## src/rtl/alu_pkg.sv

```systemverilog
// -----------------------------------------------------------------------------
// alu_pkg
// Shared definitions for the ALU datapath blocks.
//   - ALU opcode constants (OP_ADD / OP_SUB) as driven on op_sub
//   - state_e : control state of the iterative add/subtract unit
// -----------------------------------------------------------------------------
package alu_pkg;

    // Opcode encoding on the op_sub pin
    localparam logic OP_ADD = 1'b0;
    localparam logic OP_SUB = 1'b1;

    // Control states of addsub_iter
    typedef enum logic [1:0] {
        ST_IDLE = 2'd0,
        ST_RUN  = 2'd1,
        ST_DONE = 2'd2
    } state_e;

endpackage

```

## src/rtl/addsub_slice.sv

```systemverilog
// -----------------------------------------------------------------------------
// addsub_slice
// Combinational CHUNK-bit adder with carry in and carry out. Subtraction is
// handled by the caller (inverted B plus carry-in of 1).
// Ports:
//   a, b  : CHUNK-bit addends
//   cin   : carry in
//   sum   : CHUNK-bit sum
//   cout  : carry out of the top bit
// -----------------------------------------------------------------------------
module addsub_slice #(
    parameter int CHUNK = 8
) (
    input  logic [CHUNK-1:0] a,
    input  logic [CHUNK-1:0] b,
    input  logic             cin,
    output logic [CHUNK-1:0] sum,
    output logic             cout
);

    logic [CHUNK:0] total_s;

    // Widen by one bit so the carry out falls out of the addition
    always_comb begin
        total_s = {1'b0, a} + {1'b0, b} + {{CHUNK{1'b0}}, cin};
        sum     = total_s[CHUNK-1:0];
        cout    = total_s[CHUNK];
    end

endmodule

```

## src/rtl/addsub_iter.sv

```systemverilog
// -----------------------------------------------------------------------------
// addsub_iter
// Multi-cycle two's-complement add/subtract. Operands are processed CHUNK bits
// per cycle through one addsub_slice, with the inter-chunk carry registered.
// Optional build macro: ADDSUB_SAT_EN -- clamp data_result on signed overflow
// (max positive / min negative) instead of wrapping.
// Ports:
//   clock, reset_n           : clock, asynchronous active-low reset
//   in_valid / in_ready      : operand handshake (in_ready high only in IDLE)
//   op_sub                   : 0 = A+B, 1 = A-B
//   data_operandA/B          : WIDTH-bit operands
//   out_valid / out_ready    : result handshake (out_valid registered)
//   data_result              : sum or difference
//   overflow                 : signed overflow
//   carry                    : carry out of msb (subtract: 1 = no borrow)
// -----------------------------------------------------------------------------
module addsub_iter
    import alu_pkg::*;
#(
    parameter int WIDTH = 32,
    parameter int CHUNK = 8
) (
    input  logic             clock,
    input  logic             reset_n,
    input  logic             in_valid,
    output logic             in_ready,
    input  logic             op_sub,
    input  logic [WIDTH-1:0] data_operandA,
    input  logic [WIDTH-1:0] data_operandB,
    output logic             out_valid,
    input  logic             out_ready,
    output logic [WIDTH-1:0] data_result,
    output logic             overflow,
    output logic             carry
);

    localparam int N     = (CHUNK >= 1) ? (WIDTH / CHUNK) : 1;
    localparam int CNT_W = (N > 1) ? $clog2(N) : 1;

    generate
        if (CHUNK < 1) begin : g_bad_chunk
            $error("addsub_iter: CHUNK must be at least 1");
        end else if ((WIDTH % CHUNK) != 0) begin : g_bad_width
            $error("addsub_iter: WIDTH must be a multiple of CHUNK");
        end
    endgenerate

    state_e             state_r;
    logic [CNT_W-1:0]   idx_r;
    logic [WIDTH-1:0]   a_r;
    logic [WIDTH-1:0]   b_r;        // effective B (already inverted for subtract)
    logic [WIDTH-1:0]   res_r;      // partial result being assembled
    logic               carry_r;    // carry between chunks
    logic [WIDTH-1:0]   data_result_r;
    logic               overflow_r;
    logic               carry_out_r;
    logic               out_valid_r;

    int                 base_s;
    logic [CHUNK-1:0]   sum_s;
    logic               cout_s;
    logic [WIDTH-1:0]   full_s;
    logic [WIDTH-1:0]   final_s;
    logic               ovf_s;
    logic               last_s;

    // Clamp value for a saturating overflow, chosen by the sign of A
    function automatic logic [WIDTH-1:0] sat_value(input logic a_msb);
        logic [WIDTH-1:0] v;
        if (a_msb) begin
            v = {1'b1, {(WIDTH-1){1'b0}}};
        end else begin
            v = {1'b0, {(WIDTH-1){1'b1}}};
        end
        return v;
    endfunction

    assign in_ready    = (state_r == ST_IDLE);
    assign out_valid   = out_valid_r;
    assign data_result = data_result_r;
    assign overflow    = overflow_r;
    assign carry       = carry_out_r;

    // Chunk currently selected by the counter
    always_comb begin
        base_s = int'(idx_r) * CHUNK;
        last_s = (idx_r == CNT_W'(N - 1));
    end

    addsub_slice #(.CHUNK(CHUNK)) u_slice (
        .a    (a_r[base_s +: CHUNK]),
        .b    (b_r[base_s +: CHUNK]),
        .cin  (carry_r),
        .sum  (sum_s),
        .cout (cout_s)
    );

    // Merge this cycle's chunk into the result; overflow is only meaningful
    // on the last chunk, where sum_s holds the result msb.
    always_comb begin
        full_s               = res_r;
        full_s[base_s +: CHUNK] = sum_s;
        ovf_s                = (a_r[WIDTH-1] == b_r[WIDTH-1]) &&
                               (sum_s[CHUNK-1] != a_r[WIDTH-1]);
`ifdef ADDSUB_SAT_EN
        if (ovf_s) begin
            final_s = sat_value(a_r[WIDTH-1]);
        end else begin
            final_s = full_s;
        end
`else
        final_s = full_s;
`endif
    end

    // Control FSM, operand capture, chunk iteration and registered outputs
    always_ff @(posedge clock or negedge reset_n) begin
        if (!reset_n) begin
            state_r       <= ST_IDLE;
            idx_r         <= {CNT_W{1'b0}};
            a_r           <= {WIDTH{1'b0}};
            b_r           <= {WIDTH{1'b0}};
            res_r         <= {WIDTH{1'b0}};
            carry_r       <= 1'b0;
            data_result_r <= {WIDTH{1'b0}};
            overflow_r    <= 1'b0;
            carry_out_r   <= 1'b0;
            out_valid_r   <= 1'b0;
        end else begin
            case (state_r)
                ST_IDLE: begin
                    if (in_valid) begin
                        a_r     <= data_operandA;
                        b_r     <= (op_sub == OP_SUB) ? ~data_operandB : data_operandB;
                        carry_r <= (op_sub == OP_SUB);
                        idx_r   <= {CNT_W{1'b0}};
                        res_r   <= {WIDTH{1'b0}};
                        state_r <= ST_RUN;
                    end else begin
                        state_r <= ST_IDLE;
                    end
                end
                ST_RUN: begin
                    res_r   <= full_s;
                    carry_r <= cout_s;
                    if (last_s) begin
                        data_result_r <= final_s;
                        overflow_r    <= ovf_s;
                        carry_out_r   <= cout_s;
                        out_valid_r   <= 1'b1;
                        state_r       <= ST_DONE;
                    end else begin
                        idx_r   <= idx_r + CNT_W'(1);
                        state_r <= ST_RUN;
                    end
                end
                ST_DONE: begin
                    if (out_ready) begin
                        out_valid_r <= 1'b0;
                        state_r     <= ST_IDLE;
                    end else begin
                        state_r     <= ST_DONE;
                    end
                end
                default: begin
                    out_valid_r <= 1'b0;
                    state_r     <= ST_IDLE;
                end
            endcase
        end
    end

endmodule

```

## config.mk

```make
export PLATFORM = sky130hd
export DESIGN_NAME = addsub_iter
export DESIGN_NICKNAME = d
export VERILOG_FILES = /design/src/rtl/alu_pkg.sv /design/src/rtl/addsub_slice.sv /design/src/rtl/addsub_iter.sv
export SDC_FILE = /design/constraint.sdc
export NUM_CORES = 1
export LEC_CHECK = 0
export ABC_AREA = 0
export BUFFER_PORTS_ARGS = -buffer_cell sky130_fd_sc_hd__buf_2
export CAP_MARGIN = 20
export CELL_PAD_IN_SITES_DETAIL_PLACEMENT = 0
export CELL_PAD_IN_SITES_GLOBAL_PLACEMENT = 1
export CORE_AREA = 4 4 118 143
export CTS_BUF_LIST = sky130_fd_sc_hd__clkbuf_4 sky130_fd_sc_hd__clkbuf_8
export DETAILED_ROUTE_END_ITERATION = 12
export DIE_AREA = 0 0 122 147
export HOLD_SLACK_MARGIN = 0.08
export PLACE_DENSITY_LB_ADDON = 0.2
export SYNTH_ARGS = -nofsm -noshare
export SYNTH_HDL_FRONTEND = slang
export SYNTH_SLANG_ARGS = --single-unit
```

## constraint.sdc

```tcl
create_clock -name clock -period 3.2 [get_ports clock]
set_input_delay 0.32 -clock clock [delete_from_list [all_inputs] [get_ports clock]]
set_output_delay 0.32 -clock clock [all_outputs]
set_load 0.05 [all_outputs]
```

# [Word level (Yosys, flattened, before mapping)]
# Index checks and enable logic that the tools add are counted.
# Widths: inputs -> output; s select.
[op_classes] n_addsub=4 eq_ne=9 shift=4 n_mux=16 bitwise=2 reduce_logical=8
[ops] op="$mux 32" count=2
[ops] op="$pmux 32 s2" count=1
[ops] op="$shiftx 32x6->8" count=2
[ops] op="$neg 5->33" count=1
[ops] op="$shift 8x33->32 const A" count=1
[ops] op="$shiftx 8x33->32" count=1
[ops] op="$bwmux 32" count=1
[ops] op="$not 32->32" count=1
[ops] op="$add 8x8->9" count=1
[ops] op="$add 9x1->9" count=1
[ops] op="$mux 2" count=4
[ops] op="$ne 2x2->1 const B" count=4
[ops] op="$pmux 2 s3" count=1
[ops] op="$reduce_and 2->1" count=3
[ops] op="$reduce_and 3->1" count=2
[ops] op="$eq 2x2->1 const B" count=2
[ops] op="$mux 1" count=4
[ops] op="$pmux 2 s2" count=1
[ops] op="$pmux 1 s3" count=1
[ops] op="$add 2x1->2 const B" count=1
[ops] op="$eq 2x1->1 const B" count=1
[ops] op="$logic_not 2->1" count=1
[ops] op="$pmux 1 s2" count=1
[ops] op="$reduce_bool 2->1" count=1
[ops] op="4 further kinds" count=4
[totals] register_bits=136 inputBits=69

# [Longest topological paths before layout]
# Gate-level depths: netlist of run 1.
[depth] word_depth=6 depth_mapped=10 depth_no_buf=9

# [Cells and area by module]
# A second synthesis of run 1 with hierarchy kept.
[hier_totals] cells_unflattened=525 area_unflattened_um2=6204.7
[modules_own_cells] module="addsub_iter" instances=1 cells_per_inst=485 area_each_um2=5873.1 seq_area_each_um2=3203.1
[modules_own_cells] module="addsub_slice" instances=1 cells_per_inst=40 area_each_um2=331.6 seq_area_each_um2=0.0

# [Worst setup path before layout of run 1]
# No wires, ideal clock.
[synth_timing] path_kind="register -> register" start="reg idx_r[0]" end="reg data_result_r[14] (netlist: data_result[14])" arrival_ns=3.044 slack_ns=0.092 path_stages_with_launch=10 synth_period_minus_slack_ns=3.108 path_cell_list="dfrtp_1 -> buf_4 -> buf_2 -> mux4_2 -> ha_1 -> nor2b_4 -> o31a_1 -> or4b_4 -> a31oi_1 -> o22a_2"
[synth_via] elab_chain_len=5 word_cells_on_any_way=10 classes_between="add/sub (3); eq/ne (1); shift (4); mux (1); reduce/logical (1)"
[synth_rtl] element="start: declaration" line="addsub_iter.sv:49" source="logic [CNT_W-1:0] idx_r;"
[synth_rtl] element="start signal: assignment" line="addsub_iter.sv:120" source="idx_r <= {CNT_W{1'b0}};"
[synth_rtl] element="start signal: assignment" line="addsub_iter.sv:136" source="idx_r <= {CNT_W{1'b0}};"
[synth_rtl] element="start signal: assignment" line="addsub_iter.sv:153" source="idx_r <= idx_r + CNT_W'(1);"
[synth_rtl] element="$shiftx 32x6->8 (on tied branches)" line="addsub_iter.sv:91, addsub_iter.sv:92"
[synth_rtl] element="$add 8x8->9" line="addsub_slice.sv:25" source="total_s = {1'b0, a} + {1'b0, b} + {{CHUNK{1'b0}}, cin};"
[synth_rtl] element="$add 9x1->9" line="addsub_slice.sv:25"
[synth_rtl] element="$shiftx 8x33->32" line="addsub_iter.sv:102" source="full_s[base_s +: CHUNK] = sum_s;"
[synth_rtl] element="$bwmux 32" line="addsub_iter.sv:102"
[synth_rtl] element="end signal: assignment" line="addsub_iter.sv:125" source="data_result_r <= {WIDTH{1'b0}};"
[synth_rtl] element="end signal: assignment" line="addsub_iter.sv:147" source="data_result_r <= final_s;"
[synth_rtl] element="end: declaration" line="addsub_iter.sv:54" source="logic [WIDTH-1:0] data_result_r;"
# Several ways; a longest one is shown, not always the timed one.
# A chain may end at the register's enable or synchronous reset.

# [Worst setup path in the final report of run 1]
[layout_timing] start="reg idx_r[0]" end="reg data_result_r[30] (netlist: data_result[30])"
# The elaborated chain is that of the path after synthesis.

==> summary.md, run 1 <==
| Metric | Value |
|---|---|
| Final design utilization | `0.4968` |
| Maximum number of buffers from clock root to sink | `2` |
| Die Y-Extent | `147 µm` |
| Met2 Resource Use GR | `0.3172` |
| Number of top-level pins | `105` |
| Min Tclk post-route | `3.008 ns` |
| DRC errors left | `0` |
| Root buffer cell | `sky130_fd_sc_hd__clkbuf_8` |
| Wirelength per Cell | `17.94 µm` |
| Status | `completed` |
| First-pass iteration count of the detailed router | `6` |
| Critical path endpoint category | `register` |
| Slowest library cell on the worst path | `sky130_fd_sc_hd__mux4_2` |
| Total congestion overflow | `0` |
| Slowest cell delay on critical path | `0.55 ns` |
| Detailed-route via count | `4,590` |
| Area growth syn-to-layout | `19.89%` |
| Full die area | `17,930 µm²` |
| Portion of the post-synthesis area used by sequential elements | `0.5315` |
| Measured slew at the worst slew-check pin | `0.8738 ns` |
| Critical Path RT | `between 3 and 4 ns` |
| Global-route wire length before repair | `around 26,000 µm` |
| Pin count of the biggest net entering global routing | `between 70 and 80` |
| RSZ-0062 raised after global routing | `no` |
| Antenna diode instance count | `0` |
| GRT Total Usage | `0.1877` |
| Cts bufs inserted | `17` |
| GR peak layer | `met2` |
| Starting density of the core | `0.4144` |
| Data arrival at the endpoint of the critical path | `3.39 ns` |
| Hold Violations, Final | `0` |
| FFs w/ async S/R, synth | `1.000` |
| Number of warnings issued by yosys | `0` |
| Via count normalized by instance count | `5.210` |
| Number of endpoints failing setup at the final stage | `0` |
| M1 GR Usage | `0.2325` |
| Non-Filler Instances | `881` |
| Syn avg cell area | `11.69 µm²` |
| Proportion of layout cells with a drive suffix above 1 | `0.3165` |
| Synthesized instance count | `548` |
| Initial antenna violation count | `0` |
| Post-synthesis instance area | `about 6400 µm²` |
| CP dominant cell by count | `sky130_fd_sc_hd__fa_1` |
| Clk_lat worst skew | `~0.44 ns` |
| Placer's final routability congestion estimate | `between 0.8 and 0.9` |
| Buffers added on ports | `104` |
| Cells along the critical path | `mux4_2, fa_1, inv_1, fa_1, nor2b_4, o31a_1, or4b_4, nand3_2, a31o_2` |
| Number of fill cells | `between 1,000 and 1,500` |
| Area of combinational cells with multiple inputs | `2811 µm²` |
| Category of the most critical setup path | `register to register` |
| Wire length after detailed routing | `15,800 µm` |
| Share of the clock period used by the worst path | `0.9400` |
| Type of element launching the critical path | `register` |
| Layout Nets | `between 700 and 800` |
| Residual antenna-violating net count after detailed routing | `0` |
| Net count after synthesis | `632` |
| Commonest register cell after synthesis | `sky130_fd_sc_hd__dfrtp_1` |
| Slew Limit Fails | `0` |
| Standard cell core area | `15,450 µm²` |
| Max Clk Rate | `0.3324 GHz` |
| Normalized max-slew margin | `0.4174` |
| Vias in the first global route | `4,847` |
| Count of distinct cell types in the synthesized netlist | `43` |
| Clock Pin Slew Worst Setup and Hold Paths | `0.07 ns` |
| Register bit count reported by yosys | `136` |
| Type of the tightest min-delay check | `input pin to register` |
| Clock Sinks | `roughly 140` |
| Total number of placement rows | `50` |
| DRT iter0 DRCs | `268` |
| Largest fanout on the critical path | `7` |
| Final setup TNS | `0 ns` |
| CTS HTree Levels | `4` |
| Die width | `122 µm` |
| Number of cells after detailed placement | `843` |
| Worst setup timing slack at the placement stage | `roughly 0.19 ns` |
| Area of all sequential standard cells | `~3400 µm²` |
| Clock skew | `0.01254 ns` |
| Slack of the critical path | `about 0.19 ns` |
| Met3 Resource Use GR | `0.04197` |
| Clock tree from TritonCTS | `built` |
| Number of enable flip-flop cells after synthesis | `0` |
| Post-DP HPWL | `about 11,000 µm` |
| Max cap viols | `0` |
## placed cells by master (no fill, tap or decap), types with 2 or more instances in the layout
cell,n
sky130_fd_sc_hd__a32oi_1,4
sky130_fd_sc_hd__a21o_1,5
sky130_fd_sc_hd__fa_1,2
sky130_fd_sc_hd__and3_1,3
sky130_fd_sc_hd__dlygate4sd3_1,6
sky130_fd_sc_hd__clkinv_2,2
sky130_fd_sc_hd__a22o_1,32
sky130_fd_sc_hd__clkinv_1,2
sky130_fd_sc_hd__a21oi_1,41
sky130_fd_sc_hd__o21ai_0,16
sky130_fd_sc_hd__nand2_1,18
sky130_fd_sc_hd__a221oi_1,24
sky130_fd_sc_hd__and2_1,5
sky130_fd_sc_hd__mux4_2,16
sky130_fd_sc_hd__dfrtp_1,136
sky130_fd_sc_hd__a31o_2,3
sky130_fd_sc_hd__clkbuf_8,21
sky130_fd_sc_hd__inv_1,9
sky130_fd_sc_hd__mux2i_1,2
sky130_fd_sc_hd__bufinv_16,3
sky130_fd_sc_hd__nor2b_1,3
sky130_fd_sc_hd__nand3_1,4
sky130_fd_sc_hd__ha_1,13
sky130_fd_sc_hd__xnor2_1,34
sky130_fd_sc_hd__a22oi_1,2
sky130_fd_sc_hd__mux2_2,33
sky130_fd_sc_hd__clkbuf_4,4
sky130_fd_sc_hd__nor2_1,91
sky130_fd_sc_hd__clkinvlp_4,2
sky130_fd_sc_hd__buf_4,16
sky130_fd_sc_hd__buf_2,103
## logic make-up after synthesis
kind of cell / synth area share
adders and majority gates: 0.03165
DFF: 0.5315
buffers and inverters: 0.03107
muxes: 0.1174
and+or+nand+nor: 0.09340
xor gates and xnor gates: 0.04787
AOI/OAI and AO/OA: 0.1471
## cells in the mapped netlist, types with 2 or more instances
cell | n | area, µm²
sky130_fd_sc_hd__and3_1 | 3 | 18.77
sky130_fd_sc_hd__clkbuf_2 | 2 | 10.01
sky130_fd_sc_hd__buf_2 | 13 | 65.06
sky130_fd_sc_hd__mux2_2 | 33 | 371.6
sky130_fd_sc_hd__and2_1 | 6 | 37.54
sky130_fd_sc_hd__a32oi_1 | 4 | 35.03
sky130_fd_sc_hd__nor2b_1 | 3 | 18.77
sky130_fd_sc_hd__fa_1 | 2 | 40.04
sky130_fd_sc_hd__nand2_1 | 18 | 67.56
sky130_fd_sc_hd__xnor2_1 | 34 | 297.8
sky130_fd_sc_hd__buf_1 | 4 | 15.01
sky130_fd_sc_hd__mux2i_1 | 2 | 20.02
sky130_fd_sc_hd__ha_1 | 13 | 162.7
sky130_fd_sc_hd__nand3_1 | 4 | 20.02
sky130_fd_sc_hd__a21oi_1 | 41 | 205.2
sky130_fd_sc_hd__a22o_1 | 32 | 280.3
sky130_fd_sc_hd__dfrtp_1 | 136 | 3403
sky130_fd_sc_hd__nor2_1 | 91 | 341.6
sky130_fd_sc_hd__inv_1 | 9 | 33.78
sky130_fd_sc_hd__a21o_1 | 5 | 37.54
sky130_fd_sc_hd__a221oi_1 | 24 | 210.2
sky130_fd_sc_hd__clkbuf_1 | 12 | 45.04
sky130_fd_sc_hd__o21ai_0 | 16 | 80.08
sky130_fd_sc_hd__clkinv_1 | 2 | 7.510
sky130_fd_sc_hd__a22oi_1 | 2 | 15.01
sky130_fd_sc_hd__a31o_2 | 3 | 26.28
sky130_fd_sc_hd__buf_4 | 3 | 22.52
sky130_fd_sc_hd__mux4_2 | 16 | 360.4
## metrics by stage
| stage | cell area, µm² | hold WS (ns) |
|---|---|---|
| after floorplan | 6404 | 0.02441 |
| after global placement | 7176 | 0.3943 |
| after detailed placement | 7176 | 0.4152 |
| after CTS | 7640 | 0.08026 |
| after global routing | 7677 | 0.08057 |
| final | 7677 | 0.1132 |
## final timing paths
check | start | endpoint | slack (ns) | cells past startpoint
max | idx_r[0] | data_result[30] | 0.19 | 9
max in group asynchronous | reset_n | b_r[15] | 1.92 | 3
min in group asynchronous | reset_n | state_r[0] | 0.46 | 2
min reg2reg | data_result[31] | data_result[31] | 0.49 | 2
min | data_operandA[10] | a_r[10] | 0.11 | 2
max reg2reg | idx_r[0] | data_result[30] | 0.19 | 9
## registers in the layout, indices dropped and copies added, names as in the netlist
signal / flops
idx_r: 2
carry: 1
state_r: 2
data_result: 32
a_r: 32
res_r: 32
carry_r: 1
b_r: 32
out_valid: 1
overflow: 1
## repair_timing
| action | in CTS | in global routing |
|---|---|---|
| hold endpoints to repair | 75 | 3 |
| setup endpoints to repair | 0 | 1 |
| gates resized for setup | 0 | 1 |
| setup buffers | 0 | 0 |
| hold buffers | 3 | 3 |
## area by class of cell
type                       count  share of cell area
tap                          208             0.03390
inverter                      11            0.005378
timing repair buffer         127             0.09469
clock inverter                 7             0.01499
sequential                   136              0.4433
clock buffer                  25             0.04156
multi-input combinational    367              0.3662
## critical path: cells and delay by family, from the launching register on
family	cells	cell delay, ns
buf+inv	1	0.09
fa+ha+maj	2	0.69
compound gates	2	0.45
flops	1	0.44
mux	1	0.55
simple gates	3	0.73
## per-layer routing
layer  up-vias  part of all wire
li1       2191                 -
met1      2263              0.42
met2       110              0.52
met5         -                 0
met3        26             0.039
met4         0             0.026
Power of run 1 is not shown: default switching activity piles up to over one toggle a cycle in this logic, so the estimate is an artifact.
==> inputs of run 2 (changes only) <==
Settings changed: BUFFER_PORTS_ARGS -buffer_cell sky130_fd_sc_hd__buf_2 to unset, CELL_PAD_IN_SITES_DETAIL_PLACEMENT 0 to 1, CELL_PAD_IN_SITES_GLOBAL_PLACEMENT 1 to 2, CORE_AREA 4 4 118 143 to 2 2 120 146, DIE_AREA 0 0 122 147 to 0 0 122 148, DONT_BUFFER_PORTS set to 1.
==> run 2 against run 1 <==
  * The flow now finishes with violations (hold timing)
  * Utilization is 3.4 points lower
  * First-iteration DRC count down 32%
  * Register-to-register slack got worse by 0.04 ns
  * Critical path depth stayed put
  * Die area up 0.68%
  * Via count decreased by 2.6%
  * Largest cell class unchanged
  * Highest routed layer unchanged
  * Worst setup slack lost 0.039 ns
==> summary.md, run 2 (synthesis gave the netlist of run 1 again) <==
| Metric | Value |
|---|---|
| Hold Violations, Final | `136` |
| Pin count of the biggest net entering global routing | `137` |
| Normalized max-slew margin | `0.4768` |
| DRT met1 WL | `approximately 6900 µm` |
| DRC errors left | `0` |
| Maximum number of buffers from clock root to sink | `2` |
| GRT Total Usage | `0.2052` |
| Die Y-Extent | `148 µm` |
| DRT iter0 DRCs | `around 180` |
| Data arrival at the endpoint of the critical path | `3.43 ns` |
| CTS HTree Levels | `4` |
| Number of top-level pins | `105` |
| Category of the most critical setup path | `register to register` |
| Full die area | `18,060 µm²` |
| Number of endpoints failing setup at the final stage | `0` |
| Violations in the final reports | `hold timing` |
| Detailed-route via count | `4,470` |
| Wirelength per Cell | `20.60 µm` |
| Placer's final routability congestion estimate | `0.8004` |
| Number of cells after detailed placement | `744` |
| Layout Nets | `691` |
| Amount of wire on met3 after detailed routing | `701 µm` |
| Largest fanout on the critical path | `7` |
| Clock Sinks | `136` |
| Type of the tightest min-delay check | `input pin to asynchronous set/reset pin` |
| Clock Pin Slew Worst Setup and Hold Paths | `about 0.07 ns` |
| Metal2 WL | `9369 µm` |
| Hold-fix buffers, CTS | `60` |
| Initial antenna violation count | `0` |
| Critical Path RT | `3.58 ns` |
| Die width | `roughly 120 µm` |
| Vias in the first global route | `4,848` |
| Via count normalized by instance count | `between 5 and 6` |
| Type of element launching the critical path | `register` |
| Hold Worst Slack | `-0.4253 ns` |
| Clk_lat worst skew | `0.45 ns` |
| Non-Filler Instances | `835` |
| Clock skew | `0.01076 ns` |
| Slack of the critical path | `0.1526 ns` |
| Dpl cell area | `6636 µm²` |
| Total number of placement rows | `52` |
| Register-to-register setup slack | `0.15 ns` |
| Min Tclk post-route | `between 3 and 4 ns` |
| Antenna diode instance count | `0` |
| Residual antenna-violating net count after detailed routing | `0` |
| Global-route wire length before repair | `roughly 28,000 µm` |
| Share of the clock period used by the worst path | `0.9523` |
| Proportion of layout cells with a drive suffix above 1 | `0.1761` |
| Worst setup timing slack at the placement stage | `0.005687 ns` |
| Final setup TNS | `0 ns` |
| Highest Signal Layer | `met4` |
| Number of buffers added for setup after CTS | `0` |
| RSZ-0062 raised after global routing | `no` |
| Wire length after detailed routing | `around 17,000 µm` |
| Starting density of the core | `0.3860` |
| Most frequent cells in the layout | `135 x sky130_fd_sc_hd__dfrtp_1, 91 x sky130_fd_sc_hd__nor2_1, 59 x sky130_fd_sc_hd__dlygate4sd3_1` |
| Measured slew at the worst slew-check pin | `0.7848 ns` |
| Root buffer cell | `sky130_fd_sc_hd__clkbuf_8` |
| Clock tree from TritonCTS | `built` |
| Cts bufs inserted | `17` |
| First-pass iteration count of the detailed router | `4` |
| Critical path endpoint category | `register` |
| Max Clk Rate | `0.3282 GHz` |
| Buffers added on ports | `0` |
| Total congestion overflow | `0` |
| Area growth syn-to-layout | `19.99%` |
| Post-DP HPWL | `11,330 µm` |
| Status | `complete, but fails checks` |
| Max cap viols | `0` |
| Number of fill cells | `1,766` |
| Final Cell Area | `between 7000 and 8000 µm²` |
| Slew Limit Fails | `0` |
| Leading cell type in the layout, fill and taps excluded | `sky130_fd_sc_hd__dfrtp_1` |
| Standard cell core area | `between 15,000 and 20,000 µm²` |
==> run 2: cell types whose count changed in the layout (fill, tap and decap cells not counted), sizes merged <==
| cell | change |
|---|---|
| clkbuf | -7 |
| bufinv | +1 |
| buf | -106 |
| clkinv | +4 |
| dlygate4sd3 | +53 |
| clkinvlp | +1 |
==> run 2: critical path, cell delays in order (launching register included) <==
cell and delay, ns:
sky130_fd_sc_hd__dfrtp_2 0.44, sky130_fd_sc_hd__mux4_2 0.54, sky130_fd_sc_hd__fa_1 0.44, sky130_fd_sc_hd__inv_1 0.09
sky130_fd_sc_hd__fa_2 0.24, sky130_fd_sc_hd__nor2b_4 0.05, sky130_fd_sc_hd__o31a_1 0.29, sky130_fd_sc_hd__or4b_4 0.51
sky130_fd_sc_hd__nand3_2 0.19, sky130_fd_sc_hd__a31o_2 0.18
==> run 2: area by class of cell <==
cell class / instances / area [µm²] / area share
Sequential cell: 136 / 3405 / 0.4431
Multi-Input combinational cell: 367 / 2818 / 0.3667
Timing Repair Buffer: 74 / 728.2 / 0.09477
Tap cell: 216 / 270.3 / 0.03517
Clock buffer: 18 / 241.5 / 0.03143
Clock inverter: 13 / 180.2 / 0.02345
Inverter: 11 / 41.29 / 0.005374
==> run 2: path summary, 6_finish.rpt <==
kind	end	startpoint	cells past startpoint
max	data_result[22]	idx_r[0]	9
min	data_result[25]	reset_n	0
max reg2reg	data_result[22]	idx_r[0]	9
min reg2reg	a_r[26]	a_r[26]	1
max in group asynchronous	idx_r[0]	reset_n	0
min in group clock	b_r[4]	op_sub	2
==> run 2: repair_timing <==
item | CTS | global route
endpoints found under the setup margin | 4 | 23
resized for setup | 1 | 4
endpoints found under the hold margin | 197 | 136
==> run 2: stage by stage <==
step	util	hold WS, ns
floorplan	-	0.02441
global placement	0.4000	0.03201
detailed placement	0.4000	0.03143
CTS	0.4627	-0.4639
global route	0.4631	-0.4666
finish	0.4631	-0.4253
==> run 2: metal layers <==
layer	GRT usage	vias to the layer above
met3	0.04900	22
met4	0.06149	0
met1	0.2431	2275
li1	-	2085
met2	0.3662	88
met5	0	-
Power of run 2 is left out for the same reason.
